**src/rtl/io_port_responder.sv**
```systemverilog
// io_port_responder: I/O-cycle responder for a four-port block (LED register,
// synchronized switches, scratch register, access counter). Decodes IN/OUT
// cycles, holds the CPU with a programmable number of wait states, then
// completes the transfer.
module io_port_responder #(
  parameter logic [7:0]  BASE_PORT   = 8'h80,
  parameter int unsigned WAIT_STATES = 2
) (
  input  logic       clock,
  input  logic       reset_n,
  input  logic [7:0] cpuLowAdr,
  input  logic [7:0] cpuDataOut,
  input  logic       sOUT,
  input  logic       sINP,
  input  logic       pWR_n,
  input  logic       pDBIN,
  input  logic [7:0] portIn,
  output logic [7:0] dataToCpu,
  output logic       dataValid,
  output logic       pReady,
  output logic [7:0] ledReg,
  output logic       ioHit
);

  // The end-of-cycle step is folded into the transition back to idle, so the
  // block is idle again one clock after the status bits drop and a new cycle
  // may start on the very next clock.
  typedef enum logic [1:0] {
    S_IDLE,
    S_WAIT,
    S_ACTIVE
  } ioState_t;

  localparam logic [3:0] WAIT_INIT = 4'(WAIT_STATES);

  ioState_t    state, stateNext;
  logic [3:0]  waitCnt, waitCntNext;
  logic [1:0]  portIdx, portIdxNext;
  logic        isRead, isReadNext;
  logic        writeDone, writeDoneNext;
  logic [7:0]  scratch, scratchNext;
  logic [7:0]  accessCount, accessCountNext;
  logic [7:0]  ledNext;
  logic [7:0]  dataToCpuNext;
  logic        dataValidNext;
  logic        pReadyNext;
  logic        ioHitNext;

  logic        ioAny, ioAnyD, ioStart, hit;
  logic [7:0]  portSync1, portSync2;
  logic [7:0]  readData;

  assign ioAny   = sINP | sOUT;
  assign ioStart = ioAny & ~ioAnyD;
  // Both status bits high is an illegal cycle and is never decoded.
  assign hit     = ioStart & (cpuLowAdr[7:2] == BASE_PORT[7:2]) & ~(sINP & sOUT);

  // Edge detect on the status bits and two-flop synchronizer for the switches.
  always_ff @(posedge clock or negedge reset_n) begin
    if (!reset_n) begin
      ioAnyD    <= 1'b0;
      portSync1 <= 8'h00;
      portSync2 <= 8'h00;
    end else begin
      // NOTE: sequential state uses non-blocking assignments so every flop
      // samples pre-edge values regardless of statement order.
      ioAnyD    <= ioAny;
      portSync1 <= portIn;
      portSync2 <= portSync1;
    end
  end

  // Read-data select for the latched port index.
  always_comb begin
    readData = 8'h00;
    case (portIdx)
      2'd0:    readData = ledReg;
      2'd1:    readData = portSync2;
      2'd2:    readData = scratch;
      default: readData = accessCount;
    endcase
  end

  // Next-state and next-output logic for the cycle sequencer.
  always_comb begin
    // NOTE: every variable gets a hold-value default first, so no path through
    // the case below can leave one unassigned and infer a latch.
    stateNext       = state;
    waitCntNext     = waitCnt;
    portIdxNext     = portIdx;
    isReadNext      = isRead;
    writeDoneNext   = writeDone;
    scratchNext     = scratch;
    accessCountNext = accessCount;
    ledNext         = ledReg;
    dataToCpuNext   = dataToCpu;
    dataValidNext   = dataValid;
    pReadyNext      = pReady;
    ioHitNext       = ioHit;

    case (state)
      S_IDLE: begin
        if (hit) begin
          portIdxNext   = cpuLowAdr[1:0];
          isReadNext    = sINP;
          writeDoneNext = 1'b0;
          ioHitNext     = 1'b1;
          if (WAIT_INIT == 4'd0) begin
            stateNext = S_ACTIVE;
          end else begin
            stateNext   = S_WAIT;
            waitCntNext = WAIT_INIT;
            pReadyNext  = 1'b0;
          end
        end
      end

      S_WAIT: begin
        if (!ioAny) begin
          // Aborted before the transfer: no data moved, nothing counted.
          stateNext     = S_IDLE;
          ioHitNext     = 1'b0;
          dataValidNext = 1'b0;
          pReadyNext    = 1'b1;
        end else if (waitCnt == 4'd1) begin
          stateNext  = S_ACTIVE;
          pReadyNext = 1'b1;
        end else begin
          waitCntNext = waitCnt - 4'd1;
        end
      end

      S_ACTIVE: begin
        if (!ioAny) begin
          stateNext       = S_IDLE;
          ioHitNext       = 1'b0;
          dataValidNext   = 1'b0;
          pReadyNext      = 1'b1;
          accessCountNext = accessCount + 8'd1;
        end else if (isRead) begin
          dataToCpuNext = readData;
          dataValidNext = pDBIN;
        end else begin
          dataValidNext = 1'b0;
          // Only the first write strobe of a cycle lands; ports 1 and 3 are
          // read-only and silently drop the data.
          if (!pWR_n && !writeDone) begin
            writeDoneNext = 1'b1;
            case (portIdx)
              2'd0:    ledNext     = cpuDataOut;
              2'd2:    scratchNext = cpuDataOut;
              default: ;
            endcase
          end
        end
      end

      default: stateNext = S_IDLE;
    endcase
  end

  // Sequencer state, port registers and bus outputs.
  always_ff @(posedge clock or negedge reset_n) begin
    if (!reset_n) begin
      state       <= S_IDLE;
      waitCnt     <= 4'd0;
      portIdx     <= 2'd0;
      isRead      <= 1'b0;
      writeDone   <= 1'b0;
      scratch     <= 8'h00;
      accessCount <= 8'h00;
      ledReg      <= 8'h00;
      dataToCpu   <= 8'h00;
      dataValid   <= 1'b0;
      pReady      <= 1'b1;
      ioHit       <= 1'b0;
    end else begin
      state       <= stateNext;
      waitCnt     <= waitCntNext;
      portIdx     <= portIdxNext;
      isRead      <= isReadNext;
      writeDone   <= writeDoneNext;
      scratch     <= scratchNext;
      accessCount <= accessCountNext;
      ledReg      <= ledNext;
      dataToCpu   <= dataToCpuNext;
      dataValid   <= dataValidNext;
      pReady      <= pReadyNext;
      ioHit       <= ioHitNext;
    end
  end

endmodule
```
**config.mk**
```make
export PLATFORM = sky130hd
export DESIGN_NAME = io_port_responder
export DESIGN_NICKNAME = d
export VERILOG_FILES = /design/src/rtl/io_port_responder.sv
export SDC_FILE = /design/constraint.sdc
export NUM_CORES = 1
export LEC_CHECK = 0
export CAP_MARGIN = 20
export CORE_ASPECT_RATIO = 0.8
export CORE_MARGIN = 4
export CORE_UTILIZATION = 52
export DETAILED_ROUTE_END_ITERATION = 10
export GPL_TIMING_DRIVEN = 1
export PLACE_DENSITY = 0.79
export SETUP_SLACK_MARGIN = 0.2
export SLEW_MARGIN = 20
export SYNTH_ARGS = -nofsm -noshare
export SYNTH_HDL_FRONTEND = slang
export SYNTH_SLANG_ARGS = --single-unit
export TNS_END_PERCENT = 20
```
**constraint.sdc**
```tcl
create_clock -name clock -period 3.1 [get_ports clock]
set_clock_uncertainty 0.15 [all_clocks]
set_input_delay 0.93 -clock clock [delete_from_list [all_inputs] [get_ports clock]]
set_output_delay 0.93 -clock clock [all_outputs]
set_load 0.05 [all_outputs]
```
== After elaboration in Yosys (flattened, before gate mapping) ==
Index checks and enable logic that the tools add are counted.
Word-level totals
  register bits after elaboration: 62
  input port bits: 30
  output and inout bits: 19
  logic and storage cells: 89
Cells by class
  add/subtract/negate cells: 2
  eq/ne operators: 16
  muxes and demuxes: 25
  bitwise logic cells: 9
  reductions and logical operators: 22
Operators with widths (count)
  8-bit one-hot mux with 3 select lines: 1
  2-bit != test (second input constant): 9
  5-bit AND reduction: 3
  4-bit 2-to-1 mux: 3
  1-bit 2-to-1 mux: 11
  3-bit AND reduction: 3
  8-bit by 1-bit adder with 8-bit output (second input constant): 1
  2-bit 2-to-1 mux: 4
  4-bit one-hot mux with 2 select lines: 1
  4-bit AND reduction: 2
  2-bit nonzero test: 4
  6-bit equality test (second input constant): 1
  1-bit one-hot mux with 2 select lines: 3
  2-bit one-hot mux with 3 select lines: 1
  2-bit AND reduction: 3
  1-bit bitwise AND: 4
  2-bit by 1-bit equality test with 1-bit output (second input constant): 2
  2-bit equality test (second input constant): 2
  4-bit by 1-bit equality test with 1-bit output (second input constant): 1
  2-bit logical NOT: 2
  1-bit inverter: 4
  4-bit by 1-bit subtractor with 4-bit output (second input constant): 1
  3-bit != test (second input constant): 1
  1-bit one-hot mux with 3 select lines: 1
  5 further kinds: 6

== Longest topological paths before layout ==
Gate-level depths: netlist of run 1.
  depth in word-level cells: 6
  mapped depth: 7
  depth with buffers taken out: 6

== Least setup slack after synthesis of run 1 ==
No wires, ideal clock.
  path kind: input port to flip-flop
  start: in sOUT
  end: reg scratch[0]
  arrival: 2.245 ns
  required time: 2.825 ns
  slack: 0.579 ns
  cell stages on the path: 5
  cell sequence: o21ai_2 or3_4 or4b_4 buf_6 mux2_4
On the way
  cells in the longest elaborated chain, start to end: 2
RTL lines
  start: declaration: line 13  | input logic sOUT,
  1-bit bitwise OR: line 53  | assign ioAny = sINP | sOUT;
  5-bit AND reduction (no source line)
  end signal: assignment: line 183  | scratch <= scratchNext;
  end: declaration: line 41  | logic [7:0] scratch, scratchNext;
Every way passes these cells.
A chain may end at the register's enable or synchronous reset.

== Worst setup path in the final report of run 1 ==
  start: reg pReady
  end: out pReady
RTL lines
  start: declaration: line 20  | output logic pReady,
  start signal: assignment: line 188  | pReady <= pReadyNext;
No word-level cell between the ends.

==> qor.yml, run 1 <==
power_and_ir_drop:
  power_frac_clock_pct: 24.1
  powerDensity_nw_per_um2: 743
  sw_frac_of_total_pct: 35.3
  cellLeakagePower_nw: 1.55
  pwr-share-comb_pct: 34.6
  p_sw_mw: 0.904
  internal_power_mw: 1.66
  ir_worst_vdd_v: 0.000530
  p_seq_share_pct: 41.3
clock_network:
  cts_buffers: 9
  cts-resized-gates: 0
  clk_path_buf_depth: 2
  cts_hold_buf: 0
  cts_tree: "done"
  h-tree-depth: 3
  cts_root_buf: "clkbuf_8"
  cts_setup_buffers: 0
  cts.sinks: 62
  insertion_delay_ps: 330
  clkSlewWorstSetupHoldPaths_ps: 70
drt:
  viasPerCell: 5.43
  wl_per_cell_um: 17.2
  wl_mm: 5.34
  antenna_left: 0
  drc: 0
  firstDrtPassIters: 4
  drtIter0Drc: 126
  vias: 1690
synthesis:
  synth_top_area_share_pct: 57.1
  async_flop_share_pct: 100
  synth_top_area_cell: "dfrtp_1"
  synthTopCellsByArea: "dfrtp_1, mux2_2, mux4_2, mux2_4, ha_1"
  synthFlopType: "dfrtp_1"
  synth_seq_cells: 62
  syn_nets: 216
  synth_edf_count: 0
  synth.avg_cell_area_um2: 14.9
  yosysSeqAreaShare_pct: 58.0
  netlist_instances: 180
  ys_types: 42
  yosys_warnings: 0
  synth_area_um2: 2680
floorplan:
  start_util_pct: 53.4
  die-height_um: 72.2
  core-area_um2: 5010
  die_x_um: 88.2
  die_area_um2: 6360
  pin_count: 49
  num_rows: 23
critical_path:
  setup.worst_path.class: "flip-flop to output pin"
  path_cells: "clkdlybuf4s50_1"
  cp.arrival_ps: 1680
  cpLargestDelayFamily: "buffers and inverters"
  worst_path_max_delay_cell: "clkdlybuf4s50_1"
  crit_path_end_kind: "output pin"
  cp_slowest_stage_delay_ps: 800
  critPathLaunchType: "flip-flop"
  cp.required_ps: 2020
  cp_max_fo: 3
  path_buf_inv: 1
timing:
  worstMarginPinSlew_ps: 772
  drv_slew: 0
  tns_ps: 0
  slew_headroom_pct: 48.5
  timing.fmax_ghz: 0.363
  rsz0062_at_grt: "no"
  finalCriticalPeriod_ps: 2760
  hold_viol: 0
  period_share_pct: 88.9
  setup_viol: 0
placement:
  placed_area_um2: 3280
  hpwl_mm: 3.77
  io_buffers: 48
  gp_congestion: 0.924
layout:
  fin_nets: 281
  syn_to_final_growth_pct: 29.0
  fillers: 358
  antenna_cells: 0
  drive_gt1_share_pct: 27.3
  finalInstanceArea_um2: 3450
run:
  cap_violations: 0
global_route:
  first_global_vias: 1717
  track_usage_pct: 18.7
  antenna_found_initial: 0
  grt_start_max_net_pins: 63
  grt_overflow: 0
  grt_pass1_wl_mm: 8.83
status:
  status: "finished clean"
hold_path:
  hold_class: "flip-flop to flip-flop"
==> flip-flops by register name, summed over array words and instances, names as in the netlist, 2 cells and up <==
register,cells
accessCount,8
dataToCpu,8
ledReg,8
portIdx,2
portSync1,8
portSync2,8
scratch,8
state,2
waitCnt,4
==> layout by cell type (no fill, tap or decap), types with 2 or more instances in the layout <==
master and instances:
nor4b_1 3, mux4_2 8, o41ai_1 2, inv_1 8, xnor2_1 4, nor3b_1 2
clkbuf_8 11, buf_4 9, nor2_1 3, ha_1 6, nand3_1 7, mux2_4 8
and4_1 2, dfrtp_1 61, o21a_1 2, xor2_1 4, nor3_1 4, mux2_2 21
clkinv_2 3, a31oi_1 3, clkdlybuf4s50_1 47, nand4_1 2, o21ai_0 7
==> stage by stage <==
stage | power, mW | utilization [%] | setup slack [ps] | instances | hold WS [ps]
floorplan | 1.64 | - | 579 | 180 | 181
global placement | 1.94 | 65.4 | 57.4 | 296 | 182
detailed placement | 1.96 | 65.4 | 18.1 | 296 | 186
CTS | 2.59 | 68.9 | 318 | 311 | 201
global route | 2.70 | 68.9 | 298 | 311 | 203
finish | 2.56 | 68.9 | 345 | 311 | 200
==> worst paths after layout <==
path / from / endpoint / slack, ps / cells after the start
min: portSync1[2] / portSync2[2] / 200 / 0
min reg2reg: portSync1[2] / portSync2[2] / 200 / 0
max reg2reg: state[0] / scratch[2] / 680 / 6
max: pReady / pReady / 340 / 1
max in group asynchronous: reset_n / writeDone / 1690 / 2
min in group asynchronous: reset_n / dataToCpu[6] / 590 / 2
==> cell usage after synthesis (2+ instances only) <==
cell     instances
a31oi_1          3
and4_1           2
dfrtp_1         61
ha_1             6
inv_1            8
mux2_2          21
mux2_4           8
mux4_2           8
nand3_1          7
nand4_1          2
nor2_1           3
nor3_1           4
nor3b_1          2
nor4b_1          3
o21a_1           2
o21ai_0          7
o41ai_1          2
xnor2_1          4
xor2_1           4
==> kinds of logic (layout without fill, tap and decap cells) <==
group / count (synthesis) / in the layout / share of synthesized area (%)
AO/OA/AOI/OAI: 23 / 23 / 5.99
multiplexers: 38 / 38 / 20.4
flip-flops: 62 / 62 / 58.0
buffers and inverters: 11 / 80 / 1.87
XOR/XNOR: 8 / 8 / 2.62
adder cells (fa/ha/maj): 6 / 6 / 2.81
AND/OR/NAND/NOR: 32 / 32 / 8.23
==> cell type report <==
type / instances / area (µm²) / area share (%)
clock buffers: 11 / 151 / 4.39
multi-input cells: 107 / 1070 / 31.1
inverters: 8 / 30.0 / 0.871
flip-flops and latches: 62 / 1550 / 45.0
well taps: 62 / 77.6 / 2.25
repair buffers: 57 / 543 / 15.7
clock inverters: 4 / 22.5 / 0.653
==> routing by layer <==
metal  wire length [µm]  up-vias  global-route usage [%]
met3                266        4                    7.26
met5                  0        -                       0
met4                 36        0                    5.03
met1               2690      842                    28.5
li1                   -      798                       -
met2               2340       46                    25.0
==> power by group through the flow <==
stage	clock network (mW)	logic (mW)	registers, mW
after detailed placement	0	0.890	1.07
after floorplan	0	0.351	1.28
after global routing	0.676	0.943	1.08
after global placement	0	0.877	1.07
after CTS	0.643	0.890	1.06
final	0.618	0.887	1.06
Note: power is estimated with default switching activity, not from simulation.
==> inputs of run 2 (changes only) <==
Settings changed: SLEW_MARGIN 20 to 25.
==> results of run 2 <==
Same layout as run 1: the final DEF is identical, and so are final timing and power.
==> inputs of run 3 (changes only) <==
Settings changed: CORE_UTILIZATION 52 to 45, CTS_CLUSTER_DIAMETER set to 60, PLACE_DENSITY 0.79 to 0.7.
==> run 3 against run 2 <==
Critical path depth unchanged. Cell area up 1.3%. Global-route usage down 1.9 points. Sequential cell count unchanged. Critical endpoint unchanged.
==> qor.yml, run 3 (synthesis results as in run 1) <==
global_route:
  grt_pass1_wl_mm: 9.14  # +3.5%
  grt_start_max_net_pins: 63  # unchanged
  grt_overflow: 0  # unchanged
  first_global_vias: 1768  # +3.0%
  track_usage_pct: 16.8  # -1.9 points
  antenna_found_initial: 0  # unchanged
power_and_ir_drop:
  pwr-share-comb_pct: 34.2  # -0.4 points
  power_frac_clock_pct: 25.2  # +1.1 points
  power.total_mw: 2.61  # +1.7%
  ir_worst_vdd_v: 0.000387  # -27%
  cellLeakagePower_nw: 1.56  # +0.58%
  powerDensity_nw_per_um2: 746  # +0.38%
  internal_power_mw: 1.70  # +2.8%
  p_seq_share_pct: 40.6  # -0.7 points
  p_sw_mw: 0.900  # -0.38%
  sw_frac_of_total_pct: 34.6  # -0.70 points
drt:
  drc: 0  # unchanged
  drtIter0Drc: 96  # -24%
  firstDrtPassIters: 4  # unchanged
  wl_per_cell_um: 16.0  # -6.7%
  wl_mm: 5.28  # -0.97%
  viasPerCell: 5.24  # -3.6%
  vias: 1728  # +2.2%
  antenna_left: 0  # unchanged
timing:
  drv_slew: 0  # unchanged
  rsz0062_at_grt: "no"
  finalCriticalPeriod_ps: 2770  # +16.5 ps
  timing.fmax_ghz: 0.361  # -0.59%
  setup_viol: 0  # unchanged
  slew_headroom_pct: 50.2  # +1.7 points
  worstMarginPinSlew_ps: 747  # -25.1 ps
  tns_ps: 0  # unchanged
  hold_viol: 0  # unchanged
  period_share_pct: 89.4  # +0.53 points
  hold_ws_ps: 198  # -1.85 ps
critical_path:
  cp_max_fo: 3  # unchanged
  cp.arrival_ps: 1690  # about the same
  r2r_cells: 6  # unchanged
  worst_path_max_delay_cell: "clkdlybuf4s50_1"
  crit_path_end_kind: "output pin"
  cp.required_ps: 2020  # about the same
  path_buf_inv: 1  # unchanged
  path_cells: "clkdlybuf4s50_1"
  r2r-start: "state[0]"
  cpLargestDelayFamily: "buffers and inverters"
  regToRegEndpoint: "scratch[7]"
  critPathLaunchType: "flip-flop"
  cp_slowest_stage_delay_ps: 810  # about the same
  regToRegSetupSlack_ps: 670  # about the same
  setup.worst_path.class: "flip-flop to output pin"
floorplan:
  die_area_um2: 7250  # +14%
  core-area_um2: 5620  # +12%
  pin_count: 49  # unchanged
  num_rows: 24  # +4.3%
  die_x_um: 94.2  # +6.8%
  start_util_pct: 47.6  # -5.8 points
  die-height_um: 77.0  # +6.7%
run:
  cap_violations: 0  # unchanged
hold_path:
  whs_path_depth: 0  # unchanged
  min_to: "portSync2[5]"
  worstHoldStart: "portSync1[5]"
  hold_class: "flip-flop to flip-flop"
clock_network:
  clk_path_buf_depth: 2  # unchanged
  cts.sinks: 62  # unchanged
  cts-resized-gates: 0  # unchanged
  insertion_delay_ps: 340  # about the same
  cts_buffers: 9  # unchanged
  h-tree-depth: 3  # unchanged
  cts_root_buf: "clkbuf_8"
  cts_tree: "done"
  cts_setup_buffers: 0  # unchanged
  cts_hold_buf: 0  # unchanged
  clkSlewWorstSetupHoldPaths_ps: 70  # about the same
layout:
  syn_to_final_growth_pct: 30.6
  mostFrequentLayoutCells: "dfrtp_1, clkdlybuf4s50_1, mux2_2, buf_4, clkbuf_8"
  fin_nets: 283  # +0.71%
  antenna_cells: 0  # unchanged
  fillers: 450  # +26%
  fin_cells: 330  # +6.1%
  drive_gt1_share_pct: 27.0  # -0.33 points
  final_common_cell: "dfrtp_1"
placement:
  io_buffers: 48  # unchanged
  hpwl_mm: 3.76  # -0.28%
  gp_congestion: 0.877  # -5.1%
  dp.cells: 314  # +6.1%
status:
  status: "finished clean"
[run 3: changes by cell type in the layout (fill, tap and decap cells not counted)]
cell	before	now
buf_4	9	11
clkbuf_1	0	3
clkinv_2	3	2
bufinv_16	0	1
clkbuf_8	11	9
[run 3: layer usage]
layer	GRT usage, %	vias to the layer above	routed length [µm]
met2	21.2	67	2180
met5	0	-	0
met3	7.73	11	449
met4	5.63	0	89
li1	-	810	-
met1	25.2	840	2570
[run 3: layout make-up]
type	count	area (µm²)	area share, %
Clock buffer	12	135	3.87
Clock inverter	4	47.5	1.36
Inverter	8	30.0	0.860
Multi-Input combinational cell	107	1070	30.7
Sequential cell	62	1550	44.4
Tap cell	78	97.6	2.79
Timing Repair Buffer	59	558	16.0
[run 3: worst max path at each step]
stage | start | endpoint | slack, ps | depth (start not counted)
after global placement | sOUT | scratch[6] | 50 | 5
after detailed placement | sOUT | scratch[0] | 20 | 5
after CTS | pReady | pReady | 310 | 1
after floorplan | sOUT | scratch[0] | 580 | 5
final | pReady | pReady | 330 | 1
after global routing | pReady | pReady | 280 | 1
[run 3: stage by stage]
step	setup slack, ps	util, %	area [µm²]
floorplan	579	-	2680
global placement	50.3	59.0	3310
detailed placement	23.4	59.0	3310
CTS	313	62.2	3490
global route	283	62.2	3490
finish	328	62.2	3490
[run 3: power by group through the flow]
stage	Combinational, mW	Clock (mW)	Sequential [mW]
after global placement	0.886	0	1.07
after detailed placement	0.892	0	1.07
final	0.891	0.657	1.06
after global routing	0.948	0.726	1.08
after CTS	0.894	0.680	1.06
after floorplan	0.351	0	1.28
==> RTL change 1: new RTL, settings of run 3 <==
Take the reset off `dataToCpu` and load it in a clocked block of its own.
--- a/src/rtl/io_port_responder.sv
+++ b/src/rtl/io_port_responder.sv
@@ -170,7 +170,6 @@
       scratch     <= 8'h00;
       accessCount <= 8'h00;
       ledReg      <= 8'h00;
-      dataToCpu   <= 8'h00;
       dataValid   <= 1'b0;
       pReady      <= 1'b1;
       ioHit       <= 1'b0;
@@ -183,11 +182,14 @@
       scratch     <= scratchNext;
       accessCount <= accessCountNext;
       ledReg      <= ledNext;
-      dataToCpu   <= dataToCpuNext;
       dataValid   <= dataValidNext;
       pReady      <= pReadyNext;
       ioHit       <= ioHitNext;
     end
   end
 
+  always_ff @(posedge clock) begin
+    dataToCpu <= dataToCpuNext;
+  end
+
 endmodule
Behaviour: differs if reset_n is asserted again (counterexample within 10 cycles, from zero or initial values and one cycle with reset_n low); with reset_n held inactive, the same outputs for 10 cycles.
==> RTL change 1 against run 3 <==
- power rose by 2.6%
- setup slack improved by 0.0016 ns
- final cell count fell by 4.2%
- via count fell by 4.3%
- area after synthesis fell by 2.6%
- critical path type unchanged
- sequential power barely moved
- register-to-register slack improved by 0.36 ns
- sequential cell count did not move
- routed wire length fell by 3.4%
- synthesized cell count fell by 3.3%
- clock power rose by 19%
- design area fell by 2.4%
- worst hold slack improved by 0.00066 ns
==> RTL change 1: results (changes against run 3) <==
* Placed cell count at 300 (-4.5%)
* Pin count of the biggest net entering global routing at 34 (-46%)
* Worst r2r src: portIdx[0]
* All-Layer GR Usage at 16.09% (-0.73 points)
* Vias in the first global route at 1739 (-1.6%)
* Root Buffer: clkbuf_8
* Reg2reg setup slack at 1.03 ns (+0.36 ns)
* # fillers at 437 (-2.9%)
* Skew-Pair Late Insertion Delay at 0.34 ns (about the same)
* FF-to-FF End: scratch[1]
* Final Non-Filler Cells at 316 (-4.2%)
* Post-synth net total at 210 (-2.8%)
* WL/cell at 16.14 µm (+0.83%)
* Vias per Instance at 5.231 (-0.10%)
* Syn Inst Count at 174 (-3.3%)
* Fin Hold WS at 0.1985 ns (+0.0006560 ns)
* Multi-input logic area at 959.7 µm² (-11%)
* Hold endpoint: portSync2[1]
* Share of cells above drive strength 1 at 23.53% (-3.5 points)
* CP arrival at 1.69 ns (about the same)
* # diodes at 0 (unchanged)
* Top cells by count, synth: dfrtp_1 (53), mux2_2 (20), edfxtp_1 (8), inv_1 (8), mux4_2 (8)
* Max VDD drop at 441.8 µV (+14%)
* Ys async rst share at 87.10% (-13 points)
* R2R depth at 3 (-3)
* Drt initial violations at 78 (-19%)
* Nets at 269 (-4.9%)
* Largest cells by area after synthesis: dfrtp_1 (51%), edfxtp_1 (9.2%), mux2_2 (8.6%)
* First-pass GRT wire length at 8687 µm (-4.9%)
* HP Start: portSync1[1]
* Cell Area, Placed at 3186 µm² (-3.8%)
* Status: finished, final reports clean
* Post-DP HPWL at 3711 µm (-1.3%)
* Post-place setup slack at 0.2326 ns (+0.2092 ns)
* Min-Delay Path Class: reg -> reg
* Max_slew headroom at 48.72% (-1.5 points)
==> RTL change 1: cell count changes in the layout (fill, tap and decap cells not counted), moves of 3 or more <==
cell	delta
dfrtp_1	-8
edfxtp_1	+8
buf_4	-7
mux2_4	-8
nor4b_1	-3
o21ai_0	-3
==> RTL change 1: logic make-up (layout without fill, tap and decap cells) <==
group	after synthesis	in the layout	share of synthesized area, %
fa+ha+maj	6	6	2.882
xor+xnor	8	8	2.690
simple gates	34	34	9.078
buf+inv	12	76	2.017
compound gates	22	22	5.861
flops	62	62	61.14
mux	30	30	16.33
==> RTL change 1: per-layer routing <==
| metal | share of wire (%) | wire [µm] | GRT usage (%) | vias to the layer above |
|---|---|---|---|---|
| met3 | 7.4 | 379 | 7.009 | 11 |
| li1 | - | - | - | 767 |
| met1 | 46 | 2335 | 21.52 | 823 |
| met2 | 45 | 2289 | 23.44 | 52 |
| met5 | 0 | 0 | 0 | - |
| met4 | 1.9 | 96 | 5.564 | 0 |
==> RTL change 1: worst max path at each step <==
stage | slack, ns | start | endpoint
detailed placement | 0.23 | cpuLowAdr[4] | pReady
global route | 0.27 | pReady | pReady
floorplan | 0.85 | sOUT | dataValid
CTS | 0.31 | pReady | pReady
global placement | 0.29 | sOUT | dataValid
finish | 0.33 | pReady | pReady
==> RTL change 1: cell type report <==
cell class | count | area share (%)
Sequential cell | 62 | 46.73
Timing Repair Buffer | 52 | 14.83
Clock inverter | 5 | 2.386
Clock buffer | 11 | 4.148
Multi-Input combinational cell | 100 | 28.16
Tap cell | 78 | 2.863
Inverter | 8 | 0.8811
==> RTL change 1: power by group <==
part | switching [W] | total (W) | internal [W]
clock network | 0.000307 | 0.000783 | 0.000476
registers | 0.000108 | 0.00106 | 0.000957
logic | 0.000465 | 0.000826 | 0.000361
==> RTL change 2: new RTL, config.mk and constraints of run 3 <==
Made on the original files. Re-encode `ioState_t` (3 states) as one-hot, 3 bits wide.
--- a/src/rtl/io_port_responder.sv
+++ b/src/rtl/io_port_responder.sv
@@ -25,10 +25,10 @@
   // The end-of-cycle step is folded into the transition back to idle, so the
   // block is idle again one clock after the status bits drop and a new cycle
   // may start on the very next clock.
-  typedef enum logic [1:0] {
-    S_IDLE,
-    S_WAIT,
-    S_ACTIVE
+  typedef enum logic [2:0] {
+    S_IDLE   = 3'b001,
+    S_WAIT   = 3'b010,
+    S_ACTIVE = 3'b100
   } ioState_t;
 
   localparam logic [3:0] WAIT_INIT = 4'(WAIT_STATES);
Check against the original RTL: no difference found for any inputs over 10 cycles, from zero or initial values and one cycle with reset_n low; not proved beyond that.
==> RTL change 2 against run 3 <==
- count of clock-buffer cells in the layout down 2
- routed wire length down 5.2%
- setup slack better by 0.024 ns
- synthesized cell count unchanged
- area after synthesis down 0.28%
- design area down 1.9%
- sequential cell count up 1
- register-to-register slack better by 0.27 ns
Power is not compared: it rests on default switching activity, and its combinational part moved more than twofold at a synthesized area within 25%.
==> RTL change 2: results (changes against run 3) <==
* Reg2reg setup slack at 0.94 ns (+0.27 ns)
* # fillers at 464 (+3.1%)
* FF-to-FF End: ledReg[7]
* Max_slew headroom at 54.81% (+4.6 points)
* First-pass GRT wire length at 8673 µm (-5.1%)
* WL/cell at 15.65 µm (-2.2%)
* Register Area at 1579 µm² (+1.7%)
* Routability congestion estimate at 0.8017 (-8.6%)
* CP arrival at 1.67 ns (-0.02 ns)
* Switching part of the total power at 22.90%
* Share of cells above drive strength 1 at 27.69% (+0.70 points)
* R2R depth at 4 (-2)
* Post-synth net total at 213 (-1.4%)
* Synth Area in XOR/XNOR at 2.627% (+0.0074 points)
* Worst r2r src: portIdx[0]
* Area share of fa/ha/maj cells after synthesis at 1.407% (-1.4 points)
* All-Layer GR Usage at 15.78% (-1.0 points)
* Largest cells by area after synthesis: dfrtp_1 (57%), mux2_2 (9.3%), mux4_2 (6.8%)
* Initial Util at 47.76% (+0.12 points)
* Post-place setup slack at 0.2331 ns (+0.2097 ns)
* Post-synthesis compound-gate area fraction at 3.189% (-2.8 points)
* Unique cell type count in the Yosys netlist at 37 (-12%)
* Hold path depth at 0 (unchanged)
* Pin count of the biggest net entering global routing at 64 (+1.6%)
* Fin Hold WS at 0.1996 ns (+0.001744 ns)
* Total number of vias at 1632 (-5.6%)
* Ys async rst share at 100.0% (unchanged)
* Critical-path maximum fanout at 2 (-1)
* Sequential cell area fraction in the yosys report at 59.19% (+1.1 points)
* Nets at 270 (-4.6%)
* Vias in the first global route at 1691 (-4.4%)
* Syn Inst Count at 180 (unchanged)
* Mux share of post-synthesis cell area at 20.54% (+0.10 points)
* Vias per Instance at 5.100 (-2.6%)
* Status: finished, final reports clean
* Post-DP HPWL at 3501 µm (-6.9%)
* Seq pwr share at between 50 and 60%
* Top cells by count, synth: dfrtp_1 (61), mux2_2 (22), nand2_1 (9)
* Cell Area, Placed at 3239 µm² (-2.2%)
* Placed cell count at 304 (-3.2%)
* Drt initial violations at 74 (-23%)
==> RTL change 2: changes by cell type in the layout (fill, tap and decap cells not counted), moves of 4 or more <==
| cell | before | now |
|---|---|---|
| nand2_1 | 1 | 9 |
| o21ai_0 | 7 | 3 |
| buf_4 | 11 | 3 |
| nor3_1 | 4 | 8 |
==> RTL change 2: final cells by class <==
class                           count  area share [%]
Sequential cell                    63           46.06
Multi-Input combinational cell    105           29.82
Timing Repair Buffer               52           15.11
Clock buffer                       10           3.723
Tap cell                           78           2.847
Clock inverter                      6           1.788
Inverter                            6          0.6569
==> RTL change 2: cells by family after synthesis <==
family | Yosys count
DFF | 63
and+or+nand+nor | 43
muxes | 38
AOI/OAI and AO/OA | 13
buffers and inverters | 12
xor gates and xnor gates | 8
adders and majority gates | 3
==> RTL change 2: layer usage <==
layer / track usage, % / routed length [µm] / vias to the layer above
met5: 0 / 0 / -
met4: 3.463 / 34 / 0
met3: 6.849 / 281 / 6
met2: 21.40 / 2242 / 43
met1: 23.42 / 2451 / 826
li1: - / - / 757
